==> src/rtl/sudoku_pkg.sv <==
// Shared types and constants for the sudoku checker slice: cell/index types,
// checker state encoding and request validation.
package sudoku_pkg;

    localparam int unsigned GRID_CELLS = 81;
    localparam int unsigned PEER_COUNT = 27;

    typedef logic [3:0] cell_t;
    typedef logic [6:0] index_t;
    typedef logic [4:0] slot_t;

    localparam cell_t BLANK   = 4'd0;
    localparam cell_t MAX_NUM = 4'd9;

    localparam logic [1:0] ST_IDLE  = 2'd0;
    localparam logic [1:0] ST_SCAN  = 2'd1;
    localparam logic [1:0] ST_DRAIN = 2'd2;
    localparam logic [1:0] ST_RESP  = 2'd3;

    localparam slot_t LAST_SLOT = 5'(PEER_COUNT - 1);

    function automatic logic request_ok(input index_t idx, input cell_t num);
        return (num != BLANK) && (num <= MAX_NUM) && (idx < 7'(GRID_CELLS));
    endfunction

endpackage

==> src/rtl/sudoku_peer_addr_gen.sv <==
// Combinational peer address generator: maps (cell index, scan slot) to the
// grid address of that row/column/box peer and flags the cell itself.
module sudoku_peer_addr_gen
    import sudoku_pkg::*;
(
    input  logic [6:0] index,
    input  logic [4:0] slot,
    output logic [6:0] addr,
    output logic       self_mask
);

    index_t row;
    index_t col;
    index_t box_row;
    index_t box_col;
    index_t slot_w;
    index_t sub;
    index_t sub_row;
    index_t sub_col;

    // Row via threshold compares instead of a divider.
    always_comb begin
        row = '0;
        for (int unsigned t = 1; t < 9; t++) begin
            if (index >= 7'(9 * t)) begin
                row = 7'(t);
            end
        end
        col = index - row * 7'd9;

        if (row >= 7'd6) begin
            box_row = 7'd6;
        end else if (row >= 7'd3) begin
            box_row = 7'd3;
        end else begin
            box_row = 7'd0;
        end

        if (col >= 7'd6) begin
            box_col = 7'd6;
        end else if (col >= 7'd3) begin
            box_col = 7'd3;
        end else begin
            box_col = 7'd0;
        end
    end

    always_comb begin
        slot_w  = {2'b00, slot};
        sub     = '0;
        sub_row = '0;
        sub_col = '0;
        addr    = '0;
        if (slot_w < 7'd9) begin
            addr = row * 7'd9 + slot_w;
        end else if (slot_w < 7'd18) begin
            addr = (slot_w - 7'd9) * 7'd9 + col;
        end else begin
            sub = slot_w - 7'd18;
            if (sub >= 7'd6) begin
                sub_row = 7'd2;
            end else if (sub >= 7'd3) begin
                sub_row = 7'd1;
            end else begin
                sub_row = 7'd0;
            end
            sub_col = sub - sub_row * 7'd3;
            addr    = (box_row + sub_row) * 7'd9 + box_col + sub_col;
        end
        self_mask = (addr == index);
    end

endmodule

==> config.mk <==
export PLATFORM = sky130hd
export DESIGN_NAME = sudoku_peer_addr_gen
export DESIGN_NICKNAME = d
export VERILOG_FILES = /design/src/rtl/sudoku_pkg.sv /design/src/rtl/sudoku_peer_addr_gen.sv
export SDC_FILE = /design/constraint.sdc
export NUM_CORES = 1
export LEC_CHECK = 0
export ABC_AREA = 0
export CORE_MARGIN = 2
export CORE_UTILIZATION = 50
export DETAILED_ROUTE_END_ITERATION = 8
export GPL_ROUTABILITY_DRIVEN = 0
export PLACE_DENSITY_LB_ADDON = 0.05
export REMOVE_ABC_BUFFERS = 1
export SYNTH_ARGS = -nofsm -noshare
export SYNTH_HDL_FRONTEND = slang
export SYNTH_SLANG_ARGS = --single-unit
==> constraint.sdc <==
create_clock -name vclk -period 28.8
set_input_delay 7.2 -clock vclk [all_inputs]
set_output_delay 7.2 -clock vclk [all_outputs]
set_load 0.05 [all_outputs]
==> summary.md, run 1 <==
| Metric | Value |
|---|---|
| Area of the core | `0.00466 mm²` |
| Top area cells in the synthesized netlist | `sky130_fd_sc_hd__ha_1 (23%), sky130_fd_sc_hd__fa_1 (14%), sky130_fd_sc_hd__inv_1 (8.4%), sky130_fd_sc_hd__xnor2_1 (5.9%), sky130_fd_sc_hd__nor2_1 (4.0%)` |
| Leakage Power | `1.22 nW` |
| Seq cells | `0` |
| Post-CTS setup buffers | `0` |
| Post-detailed-route via-to-cell ratio | `5.43` |
| Number of detailed-routing iterations run before antenna repair | `5` |
| CP Data Arrival Time | `14.81 ns` |
| Via count of the first global-routing pass | `1892` |
| Synth Instances | `295` |
| Number of nets with antenna violations after detailed routing | `0` |
| Number of antenna repair diodes | `0` |
| Proportion of synthesized chip area in sequential cells | `0` |
| Io pins | `20` |
| Worst IR Drop VDD | `0.0000688 V` |
| Dpl hpwl | `4640 µm` |
| Total of max-cap violations | `0` |
| Startpoint types | `input port` |
| Count of buffers from port buffering | `20` |
| Final critical-path share of the clock period | `0.764` |
| CP Capture Point | `self_mask` |
| Total wire length | `5380 µm` |
| Starting utilization of the core area | `0.509` |
| Count of warnings emitted by yosys | `0` |
| Slew HR | `0.484` |
| Die area | `0.00531 mm²` |
| Cell type with the largest total area after synthesis | `sky130_fd_sc_hd__ha_1` |
| Sequential Area | `0 µm²` |
| Global-route usage over all layers | `0.219` |
| DP Area | `0.00252 mm²` |
| Data required time at the worst endpoint | `21.60 ns` |
| Vias post-DR | `1944` |
| Worst Setup End Kind | `output pin` |
| Result of the run | `complete, no violations` |
| Floorplan die height | `72.9 µm` |
| Layout area overhead | `6.28%` |
| Final setup TNS | `0 ns` |
| Number of filler instances in the final layout | `469` |
| Final routed DRC violation total | `0` |
| Crit path largest cell delay | `0.83 ns` |
| Largest net degree at the start of global routing | `17` |
| Critical path's slowest cell | `sky130_fd_sc_hd__clkdlybuf4s50_1` |
| Hold Violations, Final | `0` |
| Initial antenna violation count | `0` |
| Commonest non-fill, non-tap cells in the layout | `sky130_fd_sc_hd__inv_1 (53), sky130_fd_sc_hd__ha_1 (43), sky130_fd_sc_hd__nor2_1 (25)` |
| CP Class | `input port to output pin` |
| Crit Path Max Fanout | `14` |
| Total global routing overflow | `0` |
| Final routed wire length divided by cell count | `15.0 µm` |
| Wire length of the first global-routing pass | `9180 µm` |
| Number of clock buffer instances in the layout | `0` |
| Area share of the largest cell type after synthesis | `0.227` |
| Number of pins with negative max-slew slack in the final report | `0` |
| Number of distinct standard cells referenced by the synthesized netlist | `56` |
| Post-CTS sizing | `0` |
| Net count reported at finish | `377` |
| Drt first-iter violations | `114` |
| F_max | `45.4 MHz` |
| Synth Cell Area | `0.00237 mm²` |
| Transition time at the pin with the least slew margin | `0.768 ns` |
| Synthesized area per cell | `8.04 µm²` |
| Hold-fix buffers at CTS | `0` |
| Setup repair after global routing missed its margin | `false` |
| Critical path origin | `index[4]` |
| Fraction of final layout cells with drive strength greater than 1 | `0.0428` |
| PwrDens | `62.5 mW/mm²` |
| Core occupancy in the finished layout | `0.541` |
| Number of placement rows | `25` |
| Final critical delay including setup and external delays | `22.01 ns` |
| Hold crit path type | `input port to output pin` |
| Number of failing setup endpoints in the final timing report | `0` |
| Total chip power | `0.000158 W` |
| Final design area excluding fillers | `0.00252 mm²` |
| Most common library cell in the layout ignoring fill and taps | `sky130_fd_sc_hd__inv_1` |
| Die X-Extent | `72.9 µm` |
-- stage by stage --
stage / instances / hold WS (ns) / setup WS, ns
finish: 358 / 16.05 / 6.79
global route: 358 / 16.11 / 6.23
CTS: 358 / 16.06 / 6.78
detailed placement: 358 / 16.04 / 6.81
global placement: 358 / 16.05 / 7.03
floorplan: 284 / 14.64 / 7.53
-- cell families (layout without fill, tap and decap cells) --
group,Yosys count,in the layout,synth area share
adder cells (fa/ha/maj),59,59,0.362
XOR/XNOR,27,27,0.111
AND/OR/NAND/NOR,70,70,0.156
buffers and inverters,64,73,0.134
AO/OA/AOI/OAI,65,65,0.188
multiplexers,10,10,0.0480
-- power by group --
part	switching, W	leakage [nW]	internal [W]	total [W]
Sequential	0	0	0	0
Combinational	0.0000904	1.22	0.0000672	0.000158
Clock	0	0	0	0
Total	0.0000904	1.22	0.0000672	0.000158
-- critical path: cells and delay by family --
kind / cells / cell delay, ns
XOR/XNOR: 1 / 0.14
multiplexers: 1 / 0.20
AND/OR/NAND/NOR: 6 / 1.24
adder cells (fa/ha/maj): 7 / 2.33
AO/OA/AOI/OAI: 8 / 1.98
buffers and inverters: 6 / 1.70
-- metal layers --
layer / up-vias / track usage / wire (µm)
met5: - / 0 / 0
met4: 0 / 0.0185 / 20
met3: 5 / 0.00552 / 156
met2: 49 / 0.375 / 2490
met1: 882 / 0.319 / 2710
li1: 1008 / - / -
-- cells in the mapped netlist (2+ instances only) --
| library cell | n |
|---|---|
| sky130_fd_sc_hd__nor3_1 | 3 |
| sky130_fd_sc_hd__o31ai_1 | 3 |
| sky130_fd_sc_hd__buf_4 | 3 |
| sky130_fd_sc_hd__nand2_1 | 14 |
| sky130_fd_sc_hd__mux2i_1 | 8 |
| sky130_fd_sc_hd__a211oi_1 | 6 |
| sky130_fd_sc_hd__xnor3_1 | 2 |
| sky130_fd_sc_hd__nand2b_1 | 7 |
| sky130_fd_sc_hd__o21ai_0 | 15 |
| sky130_fd_sc_hd__or4_1 | 2 |
| sky130_fd_sc_hd__a21oi_1 | 14 |
| sky130_fd_sc_hd__a21boi_0 | 3 |
| sky130_fd_sc_hd__ha_1 | 43 |
| sky130_fd_sc_hd__fa_1 | 16 |
| sky130_fd_sc_hd__inv_1 | 53 |
| sky130_fd_sc_hd__nor3b_1 | 2 |
| sky130_fd_sc_hd__buf_6 | 3 |
| sky130_fd_sc_hd__nor2_1 | 25 |
| sky130_fd_sc_hd__xor2_1 | 9 |
| sky130_fd_sc_hd__xnor2_1 | 16 |
| sky130_fd_sc_hd__nor2b_1 | 9 |
| sky130_fd_sc_hd__o21bai_1 | 3 |
| sky130_fd_sc_hd__a21o_1 | 3 |
-- cell type report --
type	instances	area [µm²]	share of cell area
multi-input cells	231	2050	0.815
well taps	54	67.6	0.0268
inverters	53	199	0.0789
repair buffers	20	200	0.0794
-- how the worst min path moves through the flow --
stage / from / end / slack [ns] / depth (start not counted)
final: index[6] / self_mask / 16.05 / 4
after global routing: index[5] / self_mask / 16.11 / 4
after CTS: index[6] / self_mask / 16.06 / 4
after detailed placement: index[6] / self_mask / 16.04 / 4
after global placement: index[6] / self_mask / 16.05 / 4
after floorplan: index[4] / self_mask / 14.64 / 3
Note: power is estimated with default switching activity, not from simulation.
==> inputs of run 2 (changes only) <==
==> constraint.sdc (replaced) <==
create_clock -name vclk -period 21.1
set_input_delay 5.275 -clock vclk [all_inputs]
set_output_delay 5.275 -clock vclk [all_outputs]
set_load 0.05 [all_outputs]
==> results of run 2 <==
Same layout as run 1 (identical final DEF). Status: complete, no violations.
Main changes from that run: setup slack after placement 6.81 ns -> 2.96 ns; setup slack after layout 6.79 ns -> 2.94 ns; hold slack 16.05 ns -> 12.20 ns; total power 0.000158 W -> 0.000215 W; worst IR drop on VDD 0.0000688 V -> 0.0000939 V
